<file path="config.mk">
export PLATFORM = sky130hd
export DESIGN_NAME = imem_loader
export DESIGN_NICKNAME = d
export VERILOG_FILES = /design/src/rtl/imem_loader_pkg.sv /design/src/rtl/imem_loader_byte_packer.sv /design/src/rtl/imem_loader.sv
export SDC_FILE = /design/constraint.sdc
export NUM_CORES = 1
export LEC_CHECK = 0
export ABC_AREA = 1
export CAP_MARGIN = 20
export CORE_AREA = 2 2 74 76
export DETAILED_ROUTE_END_ITERATION = 10
export DIE_AREA = 0 0 76 78
export PLACE_DENSITY = 0.81
export SYNTH_ARGS = -nofsm -noshare
export SYNTH_HDL_FRONTEND = slang
export SYNTH_HIERARCHICAL = 1
export SYNTH_SLANG_ARGS = --single-unit
</file>
<file path="constraint.sdc">
create_clock -name clk -period 3.8 [get_ports clk]
set_input_delay 0.76 -clock clk [delete_from_list [all_inputs] [get_ports clk]]
set_output_delay 0.76 -clock clk [all_outputs]
set_load 0.02 [all_outputs]
</file>
<file path="src/rtl/imem_loader_pkg.sv">
// Shared types and constants for the instruction-memory loader and the PC.
package imem_loader_pkg;

  typedef enum logic [2:0] {
    IDLE,
    COLLECT,
    WRITE,
    DONE,
    ERR
  } loader_state_t;

  localparam int BYTES_PER_WORD = 4;
  // Byte stride between consecutive instruction words; the PC+4 adder uses it too.
  localparam int WORD_STRIDE    = 4;

endpackage

</file>
<file path="src/rtl/imem_loader_byte_packer.sv">
// Packs bytes little-endian into one instruction word: byte k lands in
// bits [8k+7:8k]. Clear wins over load so that unfilled lanes read back as zero.
module byte_packer
  import imem_loader_pkg::*;
#(
  parameter int DATA_W = 32
) (
  input  logic              clk,
  input  logic              rst,
  input  logic              load,
  input  logic              clear,
  input  logic [7:0]        data,
  input  logic              is_last,
  output logic [DATA_W-1:0] word,
  output logic              full,
  output logic              last
);

  logic [1:0] lane;

  // The next load fills the top lane and completes the word.
  assign full = (lane == 2'(BYTES_PER_WORD - 1));

  // Lane counter, word register and captured in_last flag.
  always_ff @(posedge clk or negedge rst) begin
    if (!rst) begin
      lane <= '0;
      word <= '0;
      last <= 1'b0;
    end else if (clear) begin
      lane <= '0;
      word <= '0;
      last <= 1'b0;
    end else if (load) begin
      word[{lane, 3'b000} +: 8] <= data;
      lane                      <= lane + 2'd1;
      last                      <= is_last;
    end
  end

endmodule

</file>
<file path="src/rtl/imem_loader.sv">
// Writer side of instruction fetch: packs a host byte stream into 32-bit
// words, writes them at stride-4 addresses and pulses start when done.
module imem_loader
  import imem_loader_pkg::*;
#(
  parameter int ADDR_W = 8,
  parameter int DATA_W = 32
) (
  input  logic              clk,
  input  logic              rst,
  input  logic              load_en,
  input  logic [7:0]        in_data,
  input  logic              in_valid,
  input  logic              in_last,
  output logic              in_ready,
  output logic              mem_we,
  output logic [ADDR_W-1:0] mem_addr,
  output logic [DATA_W-1:0] mem_wdata,
  output logic              start,
  output logic              busy,
  output logic              error,
  output logic [ADDR_W-2:0] word_count
);

  localparam logic [ADDR_W-1:0] STRIDE    = ADDR_W'(WORD_STRIDE);
  localparam logic [ADDR_W-1:0] LAST_SLOT = ~ADDR_W'(WORD_STRIDE - 1);

  loader_state_t     state, nxt;
  logic [ADDR_W-1:0] ptr;
  logic [ADDR_W-2:0] wcount;
  logic              err_q;
  logic              armed;
  logic              accept;
  logic              pk_clear;
  logic              pk_full;
  logic              pk_last;
  logic [DATA_W-1:0] pk_word;
  logic              session_go;

  assign in_ready   = (state == COLLECT);
  assign accept     = in_valid & in_ready;
  assign session_go = (state == IDLE) & load_en & armed;

  // Buffer is empty outside a live word: idle, after each write, or on abort.
  assign pk_clear = (state == IDLE) | (state == WRITE) | ((state == COLLECT) & ~load_en);

  byte_packer #(.DATA_W(DATA_W)) u_packer (
    .clk     (clk),
    .rst     (rst),
    .load    (accept & load_en),
    .clear   (pk_clear),
    .data    (in_data),
    .is_last (in_last),
    .word    (pk_word),
    .full    (pk_full),
    .last    (pk_last)
  );

  // State register.
  always_ff @(posedge clk or negedge rst) begin
    if (!rst) state <= IDLE;
    else      state <= nxt;
  end

  // Next-state logic; dropping load_en always wins over completion or overflow.
  always_comb begin
    nxt = state;
    unique case (state)
      IDLE:    if (session_go) nxt = COLLECT;
      COLLECT: begin
        if (!load_en)                             nxt = IDLE;
        else if (accept && (pk_full || in_last))  nxt = WRITE;
      end
      WRITE: begin
        if (!load_en)               nxt = IDLE;
        else if (pk_last)           nxt = DONE;
        else if (ptr == LAST_SLOT)  nxt = ERR;
        else                        nxt = COLLECT;
      end
      DONE:    nxt = IDLE;
      ERR:     if (!load_en) nxt = IDLE;
      default: nxt = IDLE;
    endcase
  end

  // Address pointer and word counter: reset per session, advance on each write.
  always_ff @(posedge clk or negedge rst) begin
    if (!rst) begin
      ptr    <= '0;
      wcount <= '0;
    end else if (session_go) begin
      ptr    <= '0;
      wcount <= '0;
    end else if (state == WRITE) begin
      ptr    <= ptr + STRIDE;
      wcount <= wcount + 1'b1;
    end
  end

  // Sticky overflow flag, cleared only when a new session begins.
  always_ff @(posedge clk or negedge rst) begin
    if (!rst)              err_q <= 1'b0;
    else if (session_go)   err_q <= 1'b0;
    else if (nxt == ERR)   err_q <= 1'b1;
  end

  // Rising-edge arm: a completed session needs load_en low in IDLE before the next.
  always_ff @(posedge clk or negedge rst) begin
    if (!rst)                            armed <= 1'b1;
    else if (state == DONE)              armed <= 1'b0;
    else if (state == IDLE && !load_en)  armed <= 1'b1;
  end

  assign mem_we     = (state == WRITE);
  assign mem_addr   = ptr;
  assign mem_wdata  = pk_word;
  assign start      = (state == DONE);
  assign busy       = (state == COLLECT) | (state == WRITE);
  assign error      = err_q;
  assign word_count = wcount;

endmodule

</file>
==> impl_metrics.yaml <==
clock_network:
  cts.repair.resized: 0
  cts.sinks: 53
  cts_tree: "built"
  root_buffer: "clkbuf_8"
  postCtsSetupBuffers: 0
  clk_pin_slew_worst_paths_ns: 0.10
  clock_path_buffers: 2
  clk-insertion-delay-late_ns: 0.31
  cts_buffers: 5
  htreeDepth: 2
  hold_buffers: 0
cells_and_area:
  final_cell_mix: "nand2_1, clkdlybuf4s50_1, dfrtp_1, inv_1, nand3_1"
  area_growth_pct: 29.33
  nNetsFinal: 411
  layout_commonest_cell: "nand2_1"
  final_core_util_pct: 68.49
  n_antenna_cell: 0
  drive_gt1_share_pct: 7.161
power_and_ir_drop:
  vdd_drop_max_v: 0.0002490
  power.leakage_nw: 1.660
  total_power_w: 0.001405
  power_density_mw_per_mm2: 407.0
timing:
  fin_worst_skew_ns: 0.008729
  max_freq_ghz: 0.3748
  setup_violations: 0
  setup_tns_ns: 0
  tightest_slew_ns: 0.6339
  fin_crit_sh_pct: 70.21
  period_needed_ns: 2.668
  rsz0062_at_grt: "no"
  slew_violations: 0
  relSlewSlack_pct: 57.74
  finalHoldViolations: 0
setup_path:
  cp.arrival_ns: 1.91
  start_kind: "flip-flop"
  path_max_fanout: 15
  endpoint_kind: "output port"
  critPathKind: "flip-flop to output port"
  cp.required_ns: 3.04
  rr_worst_depth: 7
  rrSetupSlack_ns: 1.64
logic_synthesis:
  syn_area_mm2: 0.002670
  synthCells: 326
  ys_ff_latch: 53
  ys_seq_area_share_pct: 49.72
  yosys_warnings: 6
  ys_types: 26
  syn_avg_cell_area_um2: 8.190
route:
  drt_pre_antenna_iters: 4
  via_count: 2395
  remaining_drc_errors: 0
  postRouteAntennaNets: 0
  avgViaCountPerCell: 5.195
  wl_um: 6222
  wire_per_inst_um: 13.50
  initialDrtViolationCount: 166
die:
  die_area_mm2: 0.005928
  core_area_mm2: 0.005042
  io_pins: 65
  die_x_um: 76
  die_y_um: 78
  start_util_pct: 52.95
  rows: 26
placement:
  dp.final_hpwl_um: 4450
  place_congestion: 0.8601
  port_buffers: 62
flow_run:
  maxCapViolations: 0
grt:
  grt_antenna_before_repair: 0
  grt_pass1_vias: 2293
  grt_usage_pct: 22.17
  grt_max_degree: 32
  gr-total-overflow: 0
  grt_first_pass_wirelength_um: 10580
worst_hold_path:
  holdCritPathClass: "input port to asynchronous set/reset pin"
run_status:
  status: "complete, no violations"
==> per-layer routing <==
metal / global-route usage [%] / vias to the layer above / part of all wire [%]
met5: 0 / - / 0
met4: 7.818 / 0 / 1.7
met3: 5.116 / 12 / 6.6
met2: 37.50 / 87 / 47
met1: 28.16 / 1133 / 45
li1: - / 1163 / -
==> path summary, 6_finish.rpt <==
path | startpoint | end
worst max-delay path | state[2]$_DFF_PN0_ | mem_we
worst min-delay path | rst | word_count[4]$_DFFE_PN0P_
worst max register to register | state[2]$_DFF_PN0_ | u_packer/word[3]$_DFFE_PN0P_
worst min register to register | u_packer/word[18]$_DFFE_PN0P_ | u_packer/word[18]$_DFFE_PN0P_
max in group asynchronous | rst | armed$_DFFE_PN1P_
min in group clk | u_packer/word[18]$_DFFE_PN0P_ | u_packer/word[18]$_DFFE_PN0P_
==> through the flow <==
stage               instance area (um2)  instances  setup WS [ns]  hold slack [ns]
CTS                                3453        461          1.136           0.4180
detailed placement                 3319        453          1.178           0.4643
finish                             3453        461          1.132           0.4088
floorplan                          2674        327          2.081           0.4644
global route                       3453        461          1.048           0.4409
global placement                   3319        453          1.246           0.4637
==> synthesized netlist by cell type <==
library cell  instances  area [um2]
nor2_4                4       45.04
buf_4                 3       22.52
nand3_2               2       20.02
conb_1                1       3.750
o21ai_1               8       40.04
nor2_1               24       90.09
xor2_1                3       26.28
buf_2                 1       5.000
nand2_2               1       6.260
buf_6                 4       45.04
a21oi_2               1       8.760
inv_2                 4       15.01
o22ai_1               1       6.260
nor2_2                1       6.260
a21oi_1              15       75.07
nand4_4               1       21.27
o21ai_0              21       105.1
nor3_1                3       15.01
nand3_1              29       145.1
nand2_4               2       22.52
inv_1                30       112.6
ha_1                  8       100.1
dfrtp_1              52        1301
nand2_1             103       386.6
dfstp_2               1       26.28
nand4_1               3       18.77
==> worst max-delay path: stages (launching register included) <==
cell	delay, ns
dfrtp_1	0.49
nor2_4	0.15
nand2_4	0.15
inv_2	0.17
clkdlybuf4s50_1	0.62
==> registers in the layout, summed over array words and instances (netlist names) <==
| signal | flops |
|---|---|
| error | 1 |
| u_packer/last | 1 |
| mem_addr | 6 |
| word_count | 7 |
| u_packer/word | 32 |
| u_packer/lane | 2 |
| armed | 1 |
| state | 3 |
==> cell families after synthesis <==
group | count (synthesis) | synth area share, %
and+or+nand+nor | 173 | 29.10
DFF | 53 | 49.72
AOI/OAI and AO/OA | 46 | 8.810
buffers and inverters | 42 | 7.497
adders and majority gates | 8 | 3.749
xor gates and xnor gates | 3 | 0.9842
other | 1 | 0.1404
==> area by class of cell <==
cell class	instances	area, um2
Fill cell	426	1589
Sequential cell	53	1328
Multi-Input combinational cell	232	1146
Timing Repair Buffer	64	630.6
Inverter	34	127.6
Tap cell	70	87.58
Clock buffer	5	68.82
Clock inverter	3	65.06
==> report_power, final <==
group | leakage [nW] | internal (W) | total [W] | switching, W
logic | 0.861 | 0.000113 | 0.000324 | 0.000210
registers | 0.730 | 0.000596 | 0.000630 | 0.0000337
clock network | 0.0681 | 0.000262 | 0.000452 | 0.000190
total | 1.66 | 0.000971 | 0.00141 | 0.000434
(Power assumes the default switching activity.)
